===== config.mk =====
export PLATFORM = sky130hd
export DESIGN_NAME = ahb_arb2
export DESIGN_NICKNAME = d
export VERILOG_FILES = /design/src/rtl/ahb_arb2_pkg.sv /design/src/rtl/ahb_arb2_rr.sv /design/src/rtl/ahb_arb2.sv
export SDC_FILE = /design/constraint.sdc
export NUM_CORES = 1
export LEC_CHECK = 0
export ABC_AREA = 0
export CAP_MARGIN = 20
export CORE_ASPECT_RATIO = 0.75
export CORE_MARGIN = 2
export CORE_UTILIZATION = 40
export DETAILED_ROUTE_END_ITERATION = 6
export PLACE_DENSITY = 0.81
export SLEW_MARGIN = 20
export SYNTH_ARGS = -nofsm -noshare
export SYNTH_HDL_FRONTEND = slang
export SYNTH_SLANG_ARGS = --single-unit

===== constraint.sdc =====
create_clock -name CLK -period 3 [get_ports CLK]
set_input_delay 0.45 -clock CLK [delete_from_list [all_inputs] [get_ports CLK]]
set_output_delay 0.45 -clock CLK [all_outputs]
set_load 0.01 [all_outputs]

===== src/rtl/ahb_arb2_pkg.sv =====
// Shared types and constants for the two-requester AHB arbiter.
// The timeout feature is enabled by defining AHB_ARB2_TIMEOUT_EN.
package ahb_arb2_pkg;

  localparam int DEF_DW          = 32;
  localparam int DEF_AW          = 32;
  localparam int DEF_TIMEOUT_CYC = 16;

  localparam logic HTRANS_IDLE   = 1'b0;
  localparam logic HTRANS_NONSEQ = 1'b1;

  typedef enum logic [1:0] {
    ST_IDLE = 2'd0,
    ST_ADDR = 2'd1,
    ST_DATA = 2'd2
  } state_e;

  // Plain-vector encodings of the state enum for the FSM register
  localparam logic [1:0] S_IDLE = 2'(ST_IDLE);
  localparam logic [1:0] S_ADDR = 2'(ST_ADDR);
  localparam logic [1:0] S_DATA = 2'(ST_DATA);

endpackage


===== src/rtl/ahb_arb2_rr.sv =====
// Two-way round-robin selector: ptr names the requester that wins a tie,
// which after every grant becomes the requester that was not granted.
module ahb_arb2_rr (
  input  logic       CLK,
  input  logic       RST_N,
  input  logic [1:0] req,
  input  logic       advance,
  output logic [1:0] gnt,
  output logic       ptr
);

  always_comb begin
    gnt = 2'b00;
    case (req)
      2'b01:   gnt = 2'b01;
      2'b10:   gnt = 2'b10;
      2'b11:   gnt = ptr ? 2'b10 : 2'b01;
      default: gnt = 2'b00;
    endcase
  end

  always_ff @(posedge CLK or negedge RST_N) begin
    if (!RST_N)
      ptr <= 1'b0;
    else if (advance && (gnt != 2'b00))
      ptr <= ~gnt[1];
  end

endmodule


===== src/rtl/ahb_arb2.sv =====
// Two-requester single-transfer AHB master arbiter (IDLE -> ADDR -> DATA).
// Define AHB_ARB2_TIMEOUT_EN to add a data-phase wait timeout with ERRn.
module ahb_arb2
  import ahb_arb2_pkg::*;
#(
  parameter int DW          = DEF_DW,
  parameter int AW          = DEF_AW,
  parameter int TIMEOUT_CYC = DEF_TIMEOUT_CYC
) (
  input  logic          CLK,
  input  logic          RST_N,
  input  logic          REQ0,
  input  logic          REQ1,
  input  logic          WRITE0,
  input  logic          WRITE1,
  input  logic [AW-1:0] ADDR0,
  input  logic [AW-1:0] ADDR1,
  input  logic [DW-1:0] WDATA0,
  input  logic [DW-1:0] WDATA1,
  output logic          ACK0,
  output logic          ACK1,
  output logic [DW-1:0] RDATA0,
  output logic [DW-1:0] RDATA1,
  output logic          ERR0,
  output logic          ERR1,
  output logic          HSEL,
  output logic          HTRANS,
  output logic          HWRITE,
  output logic [AW-1:0] HADDR,
  output logic [DW-1:0] HWDATA,
  output logic          HREADY,
  input  logic          HREADY_RESP,
  input  logic [DW-1:0] HRDATA
);

  logic [1:0]    state;
  logic [1:0]    state_nxt;
  logic [1:0]    req_eff;
  logic [1:0]    rr_gnt;
  logic          rr_ptr;
  logic          rr_adv;
  logic          owner;
  logic          done_ok;
  logic          to_hit;
  logic          finish;
  logic          cmd_write;
  logic [AW-1:0] cmd_addr;
  logic [DW-1:0] cmd_wdata;

  // A requester's ACK cycle is not a request, so nothing is granted then
  assign req_eff = (ACK0 || ACK1) ? 2'b00 : {REQ1, REQ0};
  assign rr_adv  = (state == S_IDLE) && (req_eff != 2'b00);

  ahb_arb2_rr u_rr (
    .CLK     (CLK),
    .RST_N   (RST_N),
    .req     (req_eff),
    .advance (rr_adv),
    .gnt     (rr_gnt),
    .ptr     (rr_ptr)
  );

  // The pointer always favours the other requester after a grant, so the
  // owner of the transfer in flight is simply its complement.
  assign owner   = ~rr_ptr;
  assign done_ok = (state == S_DATA) && HREADY_RESP;
  assign finish  = done_ok || to_hit;

`ifdef AHB_ARB2_TIMEOUT_EN
  localparam int CW = $clog2(TIMEOUT_CYC + 1);

  logic [CW-1:0] to_cnt;
  logic          err0_q;
  logic          err1_q;

  assign to_hit = (state == S_DATA) && !HREADY_RESP &&
                  (to_cnt == CW'(TIMEOUT_CYC - 1));

  always_ff @(posedge CLK or negedge RST_N) begin
    if (!RST_N)
      to_cnt <= '0;
    else if ((state == S_DATA) && !HREADY_RESP && !to_hit)
      to_cnt <= to_cnt + CW'(1);
    else
      to_cnt <= '0;
  end

  always_ff @(posedge CLK or negedge RST_N) begin
    if (!RST_N) begin
      err0_q <= 1'b0;
      err1_q <= 1'b0;
    end else begin
      err0_q <= to_hit && !owner;
      err1_q <= to_hit && owner;
    end
  end

  assign ERR0 = err0_q;
  assign ERR1 = err1_q;
`else
  assign to_hit = 1'b0;
  assign ERR0   = 1'b0;
  assign ERR1   = 1'b0;
`endif

  always_comb begin
    state_nxt = state;
    case (state)
      S_IDLE:  if (rr_adv)      state_nxt = S_ADDR;
      S_ADDR:  if (HREADY_RESP) state_nxt = S_DATA;
      S_DATA:  if (finish)      state_nxt = S_IDLE;
      default:                  state_nxt = S_IDLE;
    endcase
  end

  always_ff @(posedge CLK or negedge RST_N) begin
    if (!RST_N)
      state <= S_IDLE;
    else
      state <= state_nxt;
  end

  // Command is captured at grant so a requester dropping REQ cannot disturb it
  always_ff @(posedge CLK or negedge RST_N) begin
    if (!RST_N) begin
      cmd_write <= 1'b0;
      cmd_addr  <= '0;
      cmd_wdata <= '0;
    end else if (rr_adv) begin
      cmd_write <= rr_gnt[1] ? WRITE1 : WRITE0;
      cmd_addr  <= rr_gnt[1] ? ADDR1  : ADDR0;
      cmd_wdata <= rr_gnt[1] ? WDATA1 : WDATA0;
    end
  end

  always_ff @(posedge CLK or negedge RST_N) begin
    if (!RST_N) begin
      ACK0   <= 1'b0;
      ACK1   <= 1'b0;
      RDATA0 <= '0;
      RDATA1 <= '0;
    end else begin
      ACK0 <= finish && !owner;
      ACK1 <= finish && owner;
      if (finish && !owner)
        RDATA0 <= (to_hit || cmd_write) ? '0 : HRDATA;
      if (finish && owner)
        RDATA1 <= (to_hit || cmd_write) ? '0 : HRDATA;
    end
  end

  assign HSEL   = (state == S_ADDR);
  assign HTRANS = HSEL ? HTRANS_NONSEQ : HTRANS_IDLE;
  assign HWRITE = cmd_write;
  assign HADDR  = cmd_addr;
  assign HWDATA = cmd_wdata;
  assign HREADY = HREADY_RESP;

endmodule


# Word level (Yosys, flattened, before mapping)
# Index checks and enable logic that the tools add are counted.
# Widths: inputs -> output; s select.
# word_totals
register_bits	134
in_bits	167
output_inout_bits	136
wordCells	41
# op_classes
eq_ne	8
mux	12
n_bitwise	2
n_reduce_logical	10
# op_table
operator	n
$mux 32	3
$pmux 2 s3	2
$mux 2	5
$eq 2x2->1 const B	3
$logic_and 1x1->1	5
$eq 2x1->1 const B	2
$ne 2x1->1 const B	2
$reduce_bool 2->1	2
$reduce_and 3->1	1
$logic_not 2->1	1
$mux 1	2
$ne 2x2->1 const B	1
$not 1->1	2
$logic_or 1x1->1	1

# Logic depth before layout (Yosys ltp)
# Gate-level depths: netlist (run 1).
# logic_depth
ltp_word	6
mapped_depth	7
depth_no_buf	3

# By module
# Synthesis (run 1) repeated with hierarchy kept, for this count alone.
# unflattened
hier_cells	479
hier_area_um2	5899.4
# by_module_without_submodules
mod	instances	cells_per_inst	area_per_inst_um2	seq_area_each_um2
ahb_arb2	1	473	5844.4	3328.2
ahb_arb2_rr	1	6	55.1	25.0

# Least setup slack after synthesis (run 1)
# OpenSTA, ideal clock, no wires.
# synth_path
path_kind	register to register
from	reg ACK1
to	reg cmd_addr[0] (netlist: HADDR[0])
setup_ns	0.082
arrival_ns	1.449
t_required_ns	2.918
slack_ns	1.469
stages_incl_launch_ff	6
n_path_buf	2
period_less_slack_ns	1.531
path_cell_list	dfrtp_1 -> or2_4 -> buf_6 -> buf_6 -> or3_1 -> a31oi_1
# synth_via
elab_chain_cells	5
elab_cells_between_ends	9
cone_classes	3 x eq/ne; 3 x mux; 3 x reduce/logical
# synth_rtl
item	line_no	rtl
start, declared	ahb_arb2.sv:21	output logic ACK1,
start signal, assigned	ahb_arb2.sv:144	ACK1 <= finish && owner;
$logic_or 1x1->1 (*)	ahb_arb2.sv:51	assign req_eff = (ACK0 || ACK1) ? 2'b00 : {REQ1, REQ0};
$mux 2 (*)	ahb_arb2.sv:51	
$eq 2x2->1 or $eq 2x1->1 (tied branches)	ahb_arb2_rr.sv:14	case (req)
$pmux 2 s3	ahb_arb2_rr.sv:14	
$mux 32	ahb_arb2.sv:131	cmd_addr <= rr_gnt[1] ? ADDR1 : ADDR0;
end signal, assigned	ahb_arb2.sv:131	
end, declared	ahb_arb2.sv:47	logic [AW-1:0] cmd_addr;
# Mark *: on every way between the ends. The rest lies on a longest branch, timed or not.
# A chain may end at the register's enable or synchronous reset.

# Worst setup path in the final report (run 1)
# layout_path
from	reg state[1]
to	out HSEL
# layout_via
elab_chain_cells	1
# layout_rtl
item	line_no	rtl
start, declared	ahb_arb2.sv:36	logic [1:0] state;
start signal, assigned	ahb_arb2.sv:120	state <= state_nxt;
$eq 2x1->1	ahb_arb2.sv:152	assign HSEL = (state == S_ADDR);
end, declared	ahb_arb2.sv:26	output logic HSEL,
# No other way between the ends.

==> results, run 1 <==
- The flow ran to the end, and the final reports show no timing, DRC or antenna violations.
- In the final routed layout, each cell accounts on average for 17.7 um.
- The number of primary I/O pins is 303.
- The initialized floorplan defines 40 standard-cell rows.
- The synthesized netlist contains 29 unique library cells.
- In this run the tool buffered the top-level ports with 300 buffer cells.
- Hold repair after CTS inserted 0 buffers.
- The number of warnings printed during yosys synthesis is 0.
- The share of cell area taken by muxes after synthesis is 0%.
- The synthesized netlist devotes 24.0% of its cell area to compound gates.
- Among all cell types in the netlist, the one instantiated most often is sky130_fd_sc_hd__dfrtp_1.
- Once placement completed, the tool counted placed cells totaling ~1200.
- The xor and xnor area share after synthesis is 0%.
- The number of H-tree branching levels is 4.
- Detailed routing inserted a total of 6493 vias.
- The proportion of total power due to net switching is 34.9%.
- Synthesis handed over a netlist of 724 instances.
- Routability-driven placement finished with a final weighted congestion of around 0.85.
- The most used flip-flop cell after synthesis is sky130_fd_sc_hd__dfrtp_1.
- Setup repair after global routing left no endpoint under its margin.
- Along the worst path, the maximum fanout reaches 5.
- VDD sags by at most 0.661 mV.
- The iteration-0 DRC count of the detailed router is approximately 500.
- The floorplan step defined a die boundary enclosing 17300 sq um.
- The total power draw is around 0.0093 W.
- The post-CTS setup repair buffer count is 0.
- The number of global-route vias before repair is 6185.
- The pin count of the biggest net entering global routing is 88.
- The first TritonRoute pass finished after 5 iterations.
- The final standard cell utilization of the core is 63.8%.
- Summed over all layers, the global routing overflow is 0.
- The non-filler instance count after layout is approximately 1200.
- Headroom to the max-slew limit came out at ~41%.
- The synthesized netlist devotes 0% of its cell area to adder and majority cells.
- On the worst path, the slowest cell contributes a delay of ~600 ps.
- The total standard cell area after synthesis is between 6000 and 7000 sq um.
- The critical path goes through nor2b_1 -> clkdlybuf4s50_1.
- The slew at the pin with the worst max-slew slack is 878 ps.
- Sorting the synthesized cells by how often they occur yields 134 x sky130_fd_sc_hd__dfrtp_1, 129 x sky130_fd_sc_hd__nand2_1, 67 x sky130_fd_sc_hd__a21oi_1.
- The worst-case clock skew is between 6 and 7 ps.
- The internal power component is 0.00605 W.
- The count of maximum capacitance violations is 0.
- The repair_antennas step left the layout with diodes totalling 0.
- The synthesized design contains 0 enable-type register cells.
- After routing, the total negative slack on setup checks comes to 0 ps.
- Data on the critical path arrives at its endpoint at 1790 ps.
- The post-synthesis share of cell area spent on and, or, nand and nor gates is 17.9%.
- The analysis attributes to net switching a power of approximately 0.0032 W.
- The final setup violation count is 0.
- By area the synthesized netlist is led by sky130_fd_sc_hd__dfrtp_1 51%, sky130_fd_sc_hd__o31ai_1 7.5%, sky130_fd_sc_hd__nand2_1 7.4%.
- Clock-pin slew was measured on the worst setup and hold paths at around 60 ps.
- The count of unresolved DRC violations after routing is 0.
- In this run the horizontal extent of the chip is 151 um.
- The post-route netlist has 5.67% of its cells at a drive strength greater than 1.
- Combinational cells account for 43.9% of the total power.
- The largest total area in the synthesized netlist belongs to sky130_fd_sc_hd__dfrtp_1.
- Each instance of the synthesized netlist takes up on average 9.01 sq um.
- The share of total power dissipated in sequential elements is 31.6%.
- The clock share of power is 24.5%.
- From bottom edge to top edge, the die measures 115 um.
- TritonCTS built the clock tree.
- The total power divided by cell area is around 910 nW/um^2.
- The worst setup path is captured at a primary output.
- The number of gates resized after CTS was 0.
- The number of nets in the finished design is 1141.
- The number of antenna violations at the first check in global routing is 0.
- The data required time at the worst endpoint is ~2600 ps.
- The final hold violation count is 0.
- The area growth from synthesis to layout is 56.1%.
- The total track usage is 24.6%.
- Based on the critical path, the design can be clocked at up to 447 MHz.
- The register bit total from synthesis is 134.
- Once the floorplan was initialized, standard cells occupied 40.8% of the core.
- The total number of clock tree sinks is around 130.
- The share of the Yosys chip area taken by registers is 51.4%.
- The cell with the largest stage delay on the worst path is sky130_fd_sc_hd__clkdlybuf4s50_1.
- The part of the cycle the worst path needs is approximately three quarters.
- The leakage power summed over all cells is slightly above 4 nW.
- The number of buffers created by CTS is 17.
- For the finished layout, the period the worst path requires is 2240 ps.
- The class of the most critical hold timing path is input pin to async pin.
- The number of nets with antenna violations after detailed routing is 0.
- The critical path in this run is classified as flip-flop to primary output.
- The kind of start point of the critical path is a flip-flop.
- The number of pins exceeding their max-slew limit in the final report was 0.
- The first-pass GRT wire length is 33.2 mm.
- For this block, the routed nets add up to 21.2 mm of wire.
- The share of Yosys cell area claimed by the top area cell type is 51.4%.
- For this run, asynchronously set or reset flops after synthesis account for 100%.
- The later pin in the worst-skew pair is clocked with a latency of 410 ps.
- No sink is reached through more buffers than the 2 on the longest clock path.
- The total half-perimeter wirelength after legalization and detailed placement is 14.4 mm.
- After synthesis, the largest family of logic cells by area is compound AO/OA/AOI/OAI gates.
- The core region is 16000 sq um.
- After detailed routing, the number of vias per cell comes to 5.42.
- The root cell of the clock tree is sky130_fd_sc_hd__clkbuf_16.
power groups by stage:
stage                     combinational, W  clock, W  sequential, W
after floorplan                    0.00176         0        0.00321
after global placement             0.00402         0        0.00293
after detailed placement           0.00409         0        0.00295
after CTS                          0.00410   0.00232        0.00294
after global routing               0.00442   0.00240        0.00301
final                              0.00408   0.00228        0.00294
state kept, by name, summed over array words and instances, names as in the netlist:
signal and flops:
HADDR 32, ACK1 1, HWRITE 1, u_rr.ptr 1, RDATA0 32, state 2
RDATA1 32, ACK0 1, HWDATA 32
area by class of cell:
class                      instances  area (sq um)
clock buffer                      19           443
clock inverter                    13           203
fill                            1318          5790
inverter                           4          15.0
multi-input combinational        501          2760
sequential                       134          3350
tap                              210           263
timing repair buffer             316          3140
cells by family after synthesis:
| family | after synthesis |
|---|---|
| compound gates | 263 |
| simple gates | 236 |
| flops | 134 |
| buf+inv | 90 |
| other cells | 1 |
layout by cell type (no fill, tap or decap), types with 15 or more instances in the layout:
master	Yosys	final
sky130_fd_sc_hd__clkbuf_16	0	17
sky130_fd_sc_hd__o31ai_1	65	65
sky130_fd_sc_hd__o21ai_1	37	37
sky130_fd_sc_hd__dfrtp_1	134	134
sky130_fd_sc_hd__buf_4	8	15
sky130_fd_sc_hd__nand2_1	129	129
sky130_fd_sc_hd__clkdlybuf4s50_1	0	298
sky130_fd_sc_hd__o21ai_0	27	27
sky130_fd_sc_hd__nand2b_1	32	32
sky130_fd_sc_hd__or3_1	65	65
sky130_fd_sc_hd__a31oi_1	65	65
sky130_fd_sc_hd__a21oi_1	67	67
stage by stage:
| step | worst slack [ps] | hold WS (ps) | area [sq um] |
|---|---|---|---|
| after floorplan | 1470 | 154 | 6520 |
| after global placement | 694 | 462 | 9510 |
| final | 764 | 46.5 | 10200 |
| after CTS | 745 | 68.0 | 10200 |
| after global routing | 684 | 97.3 | 10200 |
| after detailed placement | 630 | 469 | 9530 |
worst max-delay path, delay by kind of cell (launching register included):
| kind | cells | cell delay, ps |
|---|---|---|
| buffers and inverters | 1 | 600 |
| DFF | 1 | 460 |
| and+or+nand+nor | 1 | 320 |
metal layers:
layer | up-vias | part of all wire, % | global-route usage, %
met4 | 0 | 3.3 | 11.3
met3 | 50 | 6.8 | 5.14
met1 | 3094 | 42 | 32.8
met5 | - | 0 | 0
li1 | 3089 | - | -
met2 | 260 | 48 | 38.5
worst paths after layout:
kind	start	endpoint	slack, ps	depth (start not counted)
setup / recovery	state[1]	HSEL	760	2
hold / removal	RST_N	HWDATA[16]	50	1
setup reg to reg	state[1]	HADDR[22]	950	4
hold reg to reg	RDATA1[16]	RDATA1[16]	480	2
max in group asynchronous	RST_N	RDATA0[31]	2130	2
min in group CLK	REQ1	HADDR[8]	470	4
(Power assumes the default switching activity.)
==> run 2, diff against run 1 <==
Clock period 3 ns to 2.09 ns, I/O delays scaled along.
==> results, run 2 (same netlist as run 1, synthesis figures left out) <==
- The flow ran to the end, and the final reports show no timing, DRC or antenna violations.
- Dividing the detail-routed wire length by the instance count gives ~18 um.
- Entering global routing, the biggest net connects 66 pins.
- The share of post-route cells with drive strength above 1 is 6.43%.
- The number of nets in the finished design is 1150.
- The iteration-0 DRC count of the detailed router is 494.
- The die width is 151 um.
- The repair_antennas step left the layout with diodes totalling 0.
- The H-tree generated during clock tree synthesis spans 4 levels.
- The total half-perimeter wirelength after legalization and detailed placement is about 15 mm.
- The slowest stage of the critical path is the sky130_fd_sc_hd__clkdlybuf4s50_1 cell.
- The source-to-sink clock delay at the later pin of the worst-skew pair is 420 ps.
- Port buffering added 300 buffers.
- TritonCTS built the clock tree.
- The launch point of the worst reg-to-reg path is state[1].
- The path with the worst hold slack has its endpoint at HWDATA[5].
- In this run the remaining antenna-violating nets after routing total 0.
- The first global-routing pass estimated 33.6 mm of wire.
- The root cell of the clock tree is sky130_fd_sc_hd__clkbuf_16.
- The total track usage is 25.1%.
- Setup violations remaining at the end of the flow were counted as 0.
- The number of pins exceeding their max-slew limit in the final report is 0.
- The number of global-route vias before repair is 6241.
- The global-route met1 utilization is 32.4%.
- The met3 capacity usage during global routing is 5.74%.
- The final standard cell utilization of the core is 64.8%.
- Setup slack closes at 129 ps.
- The maximum cell stage delay along the critical path is 550 ps.
- The final hold violation count is 0.
- The final RePlAce weighted congestion is 0.823.
- Counting every sink on the clock net gives 134.
- The placed instances occupy a cell area of 9710 sq um.
- The maximum vdd drop is 0.721 mV.
- After clock tree synthesis, the clock-pin slew on the worst setup and hold paths is 60 ps.
- The maximum fanout along the worst path is 5.
- The critical path goes through nor2b_4 -> clkdlybuf4s50_1.
- Prior to clock tree synthesis, the placed netlist has a worst setup slack of around 280 ps.
- The area of the placeable core is 16000 sq um.
- After global routing, the most crowded layer is met2.
- For the pin with the worst max-slew slack, the measured transition is approximately 550 ps.
- The largest delay contributor family on the critical path is buffers and inverters.
- Dividing the detail-routed via count by the number of cells gives 5.30.
- The die extent in y is 115 um.
- After routing, the total negative slack on setup checks comes to 0 ps.
- For this run, design rule violations remaining after detail routing come to 0.
- Setup repair after global routing left no endpoint under its margin.
- The analysis attributes to cell leakage a power of 4.22 nW.
- Leaving out fill and tap cells, the most frequent cells in the layout are 298 x sky130_fd_sc_hd__clkdlybuf4s50_1, 134 x sky130_fd_sc_hd__dfrtp_1, 129 x sky130_fd_sc_hd__nand2_1.
- The final design instance area without fill is just over 10000 sq um.
- STA puts the critical path data required time at between 1500 and 2000 ps.
- For this run the aggregate overflow at the end of global routing stands at 0.
- The floorplan has 40 rows.
- Measured against its own limit, the worst slew margin works out to 63.6%.
- The class of the most critical hold timing path is input pin to flip-flop.
- The total power divided by cell area is between 1000 and 1500 nW/um^2.
- The worst hold path passes through 4 cells.
- The category of the most critical setup path is flip-flop to primary output.
- In this run the critical register-to-register path is captured at HADDR[26].
- The cell depth of the worst flop-to-flop path is 4.
- The total routed wirelength is 21.4 mm.
- The number of buffers and inverters on the critical path is 1.
- The number of primary I/O pins is 303.
- The fmax is 510 MHz.
- Across the routed clock network, the largest skew measured is 8.74 ps.
- The effective utilization at floorplan is 40.8%.
- The library cell used most frequently in the layout, excluding fill and tap cells, is sky130_fd_sc_hd__clkdlybuf4s50_1.
- The kind of start point of the critical path is a flip-flop.
- For the finished layout, the period the worst path requires is between 1500 and 2000 ps.
- The total die area is 17300 sq um.
- The routing usage on met2 is 41.0%.
- The routed layout has 6392 vias.
- STA classifies the critical path endpoint as a primary output.
- At the worst endpoint, the arrival time is 1650 ps.
- The area growth from synthesis to layout is 58.6%.
- The timing startpoint of the critical path is state[0].
- The tool flagged a number of max-cap violations equal to 0.
- The number of optimization iterations in the first detailed-route pass is 5.
- In this run the register-to-register setup slack is 260 ps.
- In the finished design, the share of the clock period the worst path needs comes to 93.8%.
- The number of antenna violations at the first check in global routing was 0.
- TritonCTS created 17 clock buffers.
- Counting along the longest clock path gives a buffer depth of 2.
- In this run the most critical hold path is launched from REQ1.
run 2: cell type report:
type | instances | area (sq um)
clock buffer | 21 | 460
clock inverter | 11 | 150
fill | 1301 | 5630
inverter | 4 | 15.0
multi-input combinational | 501 | 2770
sequential | 134 | 3350
tap | 210 | 263
timing repair buffer | 325 | 3330
run 2: worst min-delay path, delay by kind of cell:
kind | cells | cell delay [ps]
buf+inv | 1 | 170
simple gates | 2 | 160
compound gates | 1 | 70
run 2: per-stage QoR:
step | total power [W] | hold slack, ps | cells
after floorplan | 0.00713 | 17.9 | 725
after CTS | 0.0135 | 323 | 1206
final | 0.0134 | 343 | 1206
after global routing | 0.0142 | 358 | 1206
after detailed placement | 0.0103 | 272 | 1173
after global placement | 0.0102 | 268 | 1173
run 2: what timing repair did:
action,in CTS,in global routing
gates cloned,0,0
hold endpoints to repair,40,0
gates resized for setup,1,1
setup buffers,0,0
setup endpoints to repair,2,2
hold buffers,1,0
run 2: per-layer routing:
metal,routed length [um],share of wire (%)
met5,0,0
met3,1350,6.3
met1,9130,43
met4,634,3.0
met2,10300,48
run 2: power by group:
| part | leakage [nW] | switching [W] | total, W | internal, W |
|---|---|---|---|---|
| clock | 0.293 | 0.00115 | 0.00309 | 0.00194 |
| combinational | 2.28 | 0.00297 | 0.00608 | 0.00311 |
| sequential | 1.65 | 0.000613 | 0.00422 | 0.00361 |
run 2: worst max path at each step:
stage                       to  slack (ps)  cells past startpoint
floorplan             HADDR[0]         560                      5
global placement      state[0]         350                      5
detailed placement  HWDATA[27]         280                      5
CTS                       HSEL          60                      2
global route              HSEL          20                      2
finish                    HSEL         130                      2
==> RTL edit 1: new RTL, settings of run 1 <==
Add a define of `AHB_ARB2_TIMEOUT_EN`.
--- a/src/rtl/ahb_arb2.sv
+++ b/src/rtl/ahb_arb2.sv
@@ -2,2 +2,4 @@
 // Define AHB_ARB2_TIMEOUT_EN to add a data-phase wait timeout with ERRn.
+`define AHB_ARB2_TIMEOUT_EN
+
 module ahb_arb2
Behaviour: no difference found for any inputs over 10 cycles, from zero or initial values and one cycle with RST_N low; that may be too few to reach the edited logic, so the function may still have changed.
==> RTL edit 1 against run 1 <==
  * Sequential cell count increased by 7
  * Final area increased by 4.7%
  * Sequential share of layout area increased by 0.16 points
  * Routed wire length increased by 4.2%
  * Setup slack got worse by 0.11 ns
  * Register-to-register slack got worse by 0.30 ns
  * Clock power decreased by 14%
  * Via count decreased by 0.55%
  * Area after synthesis increased by 6.8%
  * Power increased by 3.3%
  * Highest routed layer unchanged
==> RTL edit 1: results <==
[power_and_ir_drop]
max-vdd-ir-drop_mv = 0.568
intPower_mw = 6.15
power_leakage_nw = 4.41

[setup_path]
setup.worst_path.start = to_cnt[0]$_DFF_PN0_
ff2ff_setup_slack_ns = 0.65
slowest_stage = buf_4
arrival_ns = 2.65
crit_end = RDATA0[20]$_DFFE_PN0P_
cp_max_fo = 33
r2r_cells = 7
cpPeakStageDelay_ns = 0.41

[sta]
clock.fmax_mhz = 426
finClkSkew_ns = 0.00993

[grt]
grt_max_degree = 117
antenna_found_initial = 1
grt_pass1_wl_mm = 35.4
grt_pass1_vias = 6511

[detailed_routing]
routedWlPerCell_um = 19.0
wl_met1_mm = 9.27
wl_met2_mm = 10.8
first_iter_violations = 425
met3WireLength_mm = 1.47
vias = 6457
drc = 0

[synth]
synth.distinct_cells = 33
async_reset_ff_share_pct = 100
synth_area_leaders = dfrtp_1 (51%), mux2_2 (10%), o31ai_1 (7.0%)
ys_top_cells_by_count = dfrtp_1 (141), nand2_1 (68), a21oi_1 (67)

[clocking]
ctsHoldBuffers = 1
numCtsBuffers = 17
post_cts.repair.setup_buffers = 0

[status]
outcome = finished, final reports clean

[placed_design]
detailed_place_hpwl_mm = 14.4
io_buffers = 302
placed_cell_area_mm2 = 0.0101
gp_congestion = 0.805

[cells_and_area]
finalNetCount = 1104
drive_above_1_share_pct = 12.9
n_fill_cell = 1414
[RTL edit 1: changes by cell type after synthesis, moves of 7 or more]
cell | before | now
mux2_2 | 0 | 64
o21ai_0 | 27 | 0
nor3b_1 | 0 | 32
nand2_1 | 129 | 68
o21ai_1 | 37 | 0
nand2b_1 | 32 | 0
dfrtp_1 | 134 | 141
buf_1 | 9 | 2
[RTL edit 1: kinds of logic after synthesis]
group           share of synthesized area, %
compound gates                          17.8
simple gates                            15.1
flops                                   50.7
buf+inv                                 5.57
mux                                     10.3
xor+xnor                               0.252
fa+ha+maj                              0.359
[RTL edit 1: layer usage]
metal	vias up	GRT usage, %
met4	0	10.4
li1	3008	-
met1	3163	30.4
met3	42	6.12
met2	244	39.5
met5	-	0
[RTL edit 1: final cells by class]
cell class	count	area [um2]	area share, %
timing repair buffer	319	3210	30.1
multi-input combinational	452	3080	28.9
sequential	141	3530	33.1
tap	215	269	2.52
clock inverter	14	113	1.06
inverter	4	15.0	0.141
clock buffer	18	439	4.12
antenna	1	2.50	0.0235
[RTL edit 1: power by group through the flow]
stage	logic (mW)	registers [mW]	clock network (mW)
2_1_floorplan	1.85	3.47	0
6_report	4.48	3.16	1.97
3_5_place_dp	4.49	3.17	0
3_3_place_gp	4.41	3.15	0
5_1_grt	4.84	3.25	2.09
4_1_cts	4.50	3.16	2.01
[RTL edit 1: stage by stage]
step	power, mW	cells	setup WS (ns)
2_1_floorplan	5.31	678	0.932
3_3_place_gp	7.57	1129	0.636
3_5_place_dp	7.66	1129	0.586
4_1_cts	9.68	1162	0.649
5_1_grt	10.2	1164	0.512
6_report	9.61	1164	0.652
[RTL edit 1: how the worst min path moves through the flow]
stage	from	end	slack, ns	depth (start not counted)
2_1_floorplan	RST_N	ACK0$_DFF_PN0_	0.15	0
4_1_cts	RST_N	HWDATA[30]$_DFFE_PN0P_	0.44	2
3_5_place_dp	RST_N	HWDATA[30]$_DFFE_PN0P_	0.32	1
5_1_grt	RST_N	HWDATA[30]$_DFFE_PN0P_	0.47	2
3_3_place_gp	RST_N	HWDATA[12]$_DFFE_PN0P_	0.32	1
6_report	RST_N	HWDATA[30]$_DFFE_PN0P_	0.46	2
[RTL edit 1: critical path: cells and delay by family, from the launching register on]
| family | cells | cell delay (ns) |
|---|---|---|
| muxes | 1 | 0.39 |
| DFF | 1 | 0.40 |
| buffers and inverters | 1 | 0.41 |
| adders and majority gates | 2 | 0.44 |
| and+or+nand+nor | 3 | 0.56 |
==> RTL edit 2: new RTL, settings of run 1 <==
Without the edit above. The package constant `DEF_AW` goes from 32 to 64.
--- a/src/rtl/ahb_arb2_pkg.sv
+++ b/src/rtl/ahb_arb2_pkg.sv
@@ -5,3 +5,3 @@
   localparam int DEF_DW          = 32;
-  localparam int DEF_AW          = 32;
+  localparam int DEF_AW          = 64;
   localparam int DEF_TIMEOUT_CYC = 16;
Ports: changed (resized ADDR0, ADDR1 and HADDR); port bits go from 303 to 399. No check against the original RTL was run, so the function may have changed too.
==> RTL edit 2 against run 1 <==
  * Setup slack got worse by 0.022 ns
  * Final area up 25%
  * Routed wire length up 43%
  * Sequential power is 27% higher
  * Area after synthesis rose by 22%
  * Sequential cell count grew 32
  * Power grew 26%
  * Largest power group unchanged
  * Hold slack worse by 0.011 ns
==> RTL edit 2: results <==
[placed_design]
detailed_place_hpwl_mm = 19.9
io_buffers = 396
gp_congestion = 0.870
placed_cell_area_mm2 = 0.0121

[power_and_ir_drop]
clkPwrFrac_pct = 19.7
max-vdd-ir-drop_mv = 0.637
p_comb_mw = 5.68
intPower_mw = 7.25
seq_power_share_pct = 31.8
power_leakage_nw = 5.02

[grt]
grtUsageTotal_pct = 28.0
grt_pass1_vias = 8409
grt_max_degree = 100
grt_use_met2_pct = 43.9
grt_use_met3_pct = 8.86

[cells_and_area]
antenna-diode-count = 0
drive_above_1_share_pct = 5.40
largest_reg_flops = 64
fin_cells = 1438

[synth]
syn_inst = 851
synth_seq_area_share_pct = 52.1
ys.flop_type = dfrtp_1
synth.distinct_cells = 26

[detailed_routing]
first_iter_violations = 951
vias = 8612
met3WireLength_mm = 3.27
wl_met1_mm = 11.6
routedWlPerCell_um = 21.2

[setup_path]
reg2reg_to = HWDATA[2]$_DFFE_PN0P_
ff2ff_setup_slack_ns = 0.76

[status]
outcome = finished, final reports clean

[sta]
slew-limit-headroom_pct = 25.1
finClkSkew_ns = 0.0146
clock.fmax_mhz = 443

[clocking]
numCtsBuffers = 17
==> RTL edit 2: cell types whose count changed after synthesis, moves of 32 or more <==
cell,run 1,this run
nand4_1,0,97
nand2_1,129,64
or3_1,65,0
clkbuf_1,46,86
o21ai_0,27,64
o21ai_1,37,0
a31oi_1,65,97
dfrtp_1,134,166
o31ai_1,65,97
==> RTL edit 2: area by class of cell <==
type	count	area, um2
timing repair buffer	418	4240
sequential	166	4150
clock buffer	18	429
multi-input combinational	565	3350
clock inverter	14	183
fill	1599	6750
inverter	4	15.0
tap	253	317
==> RTL edit 2: kinds of logic (layout without fill, tap and decap cells) <==
kind of cell	count (synthesis)	count (layout)	synth area share, %
DFF	166	166	52.1
AOI/OAI and AO/OA	359	359	27.2
buffers and inverters	121	454	6.37
other	1	2	0.0471
and+or+nand+nor	204	204	14.2
==> RTL edit 2: worst reg2reg max path: stages (launching register included) <==
cell and delay (ns):
dfrtp_1 0.46, nor4_4 0.35, buf_4 0.85, a21oi_1 0.29
a31oi_1 0.21
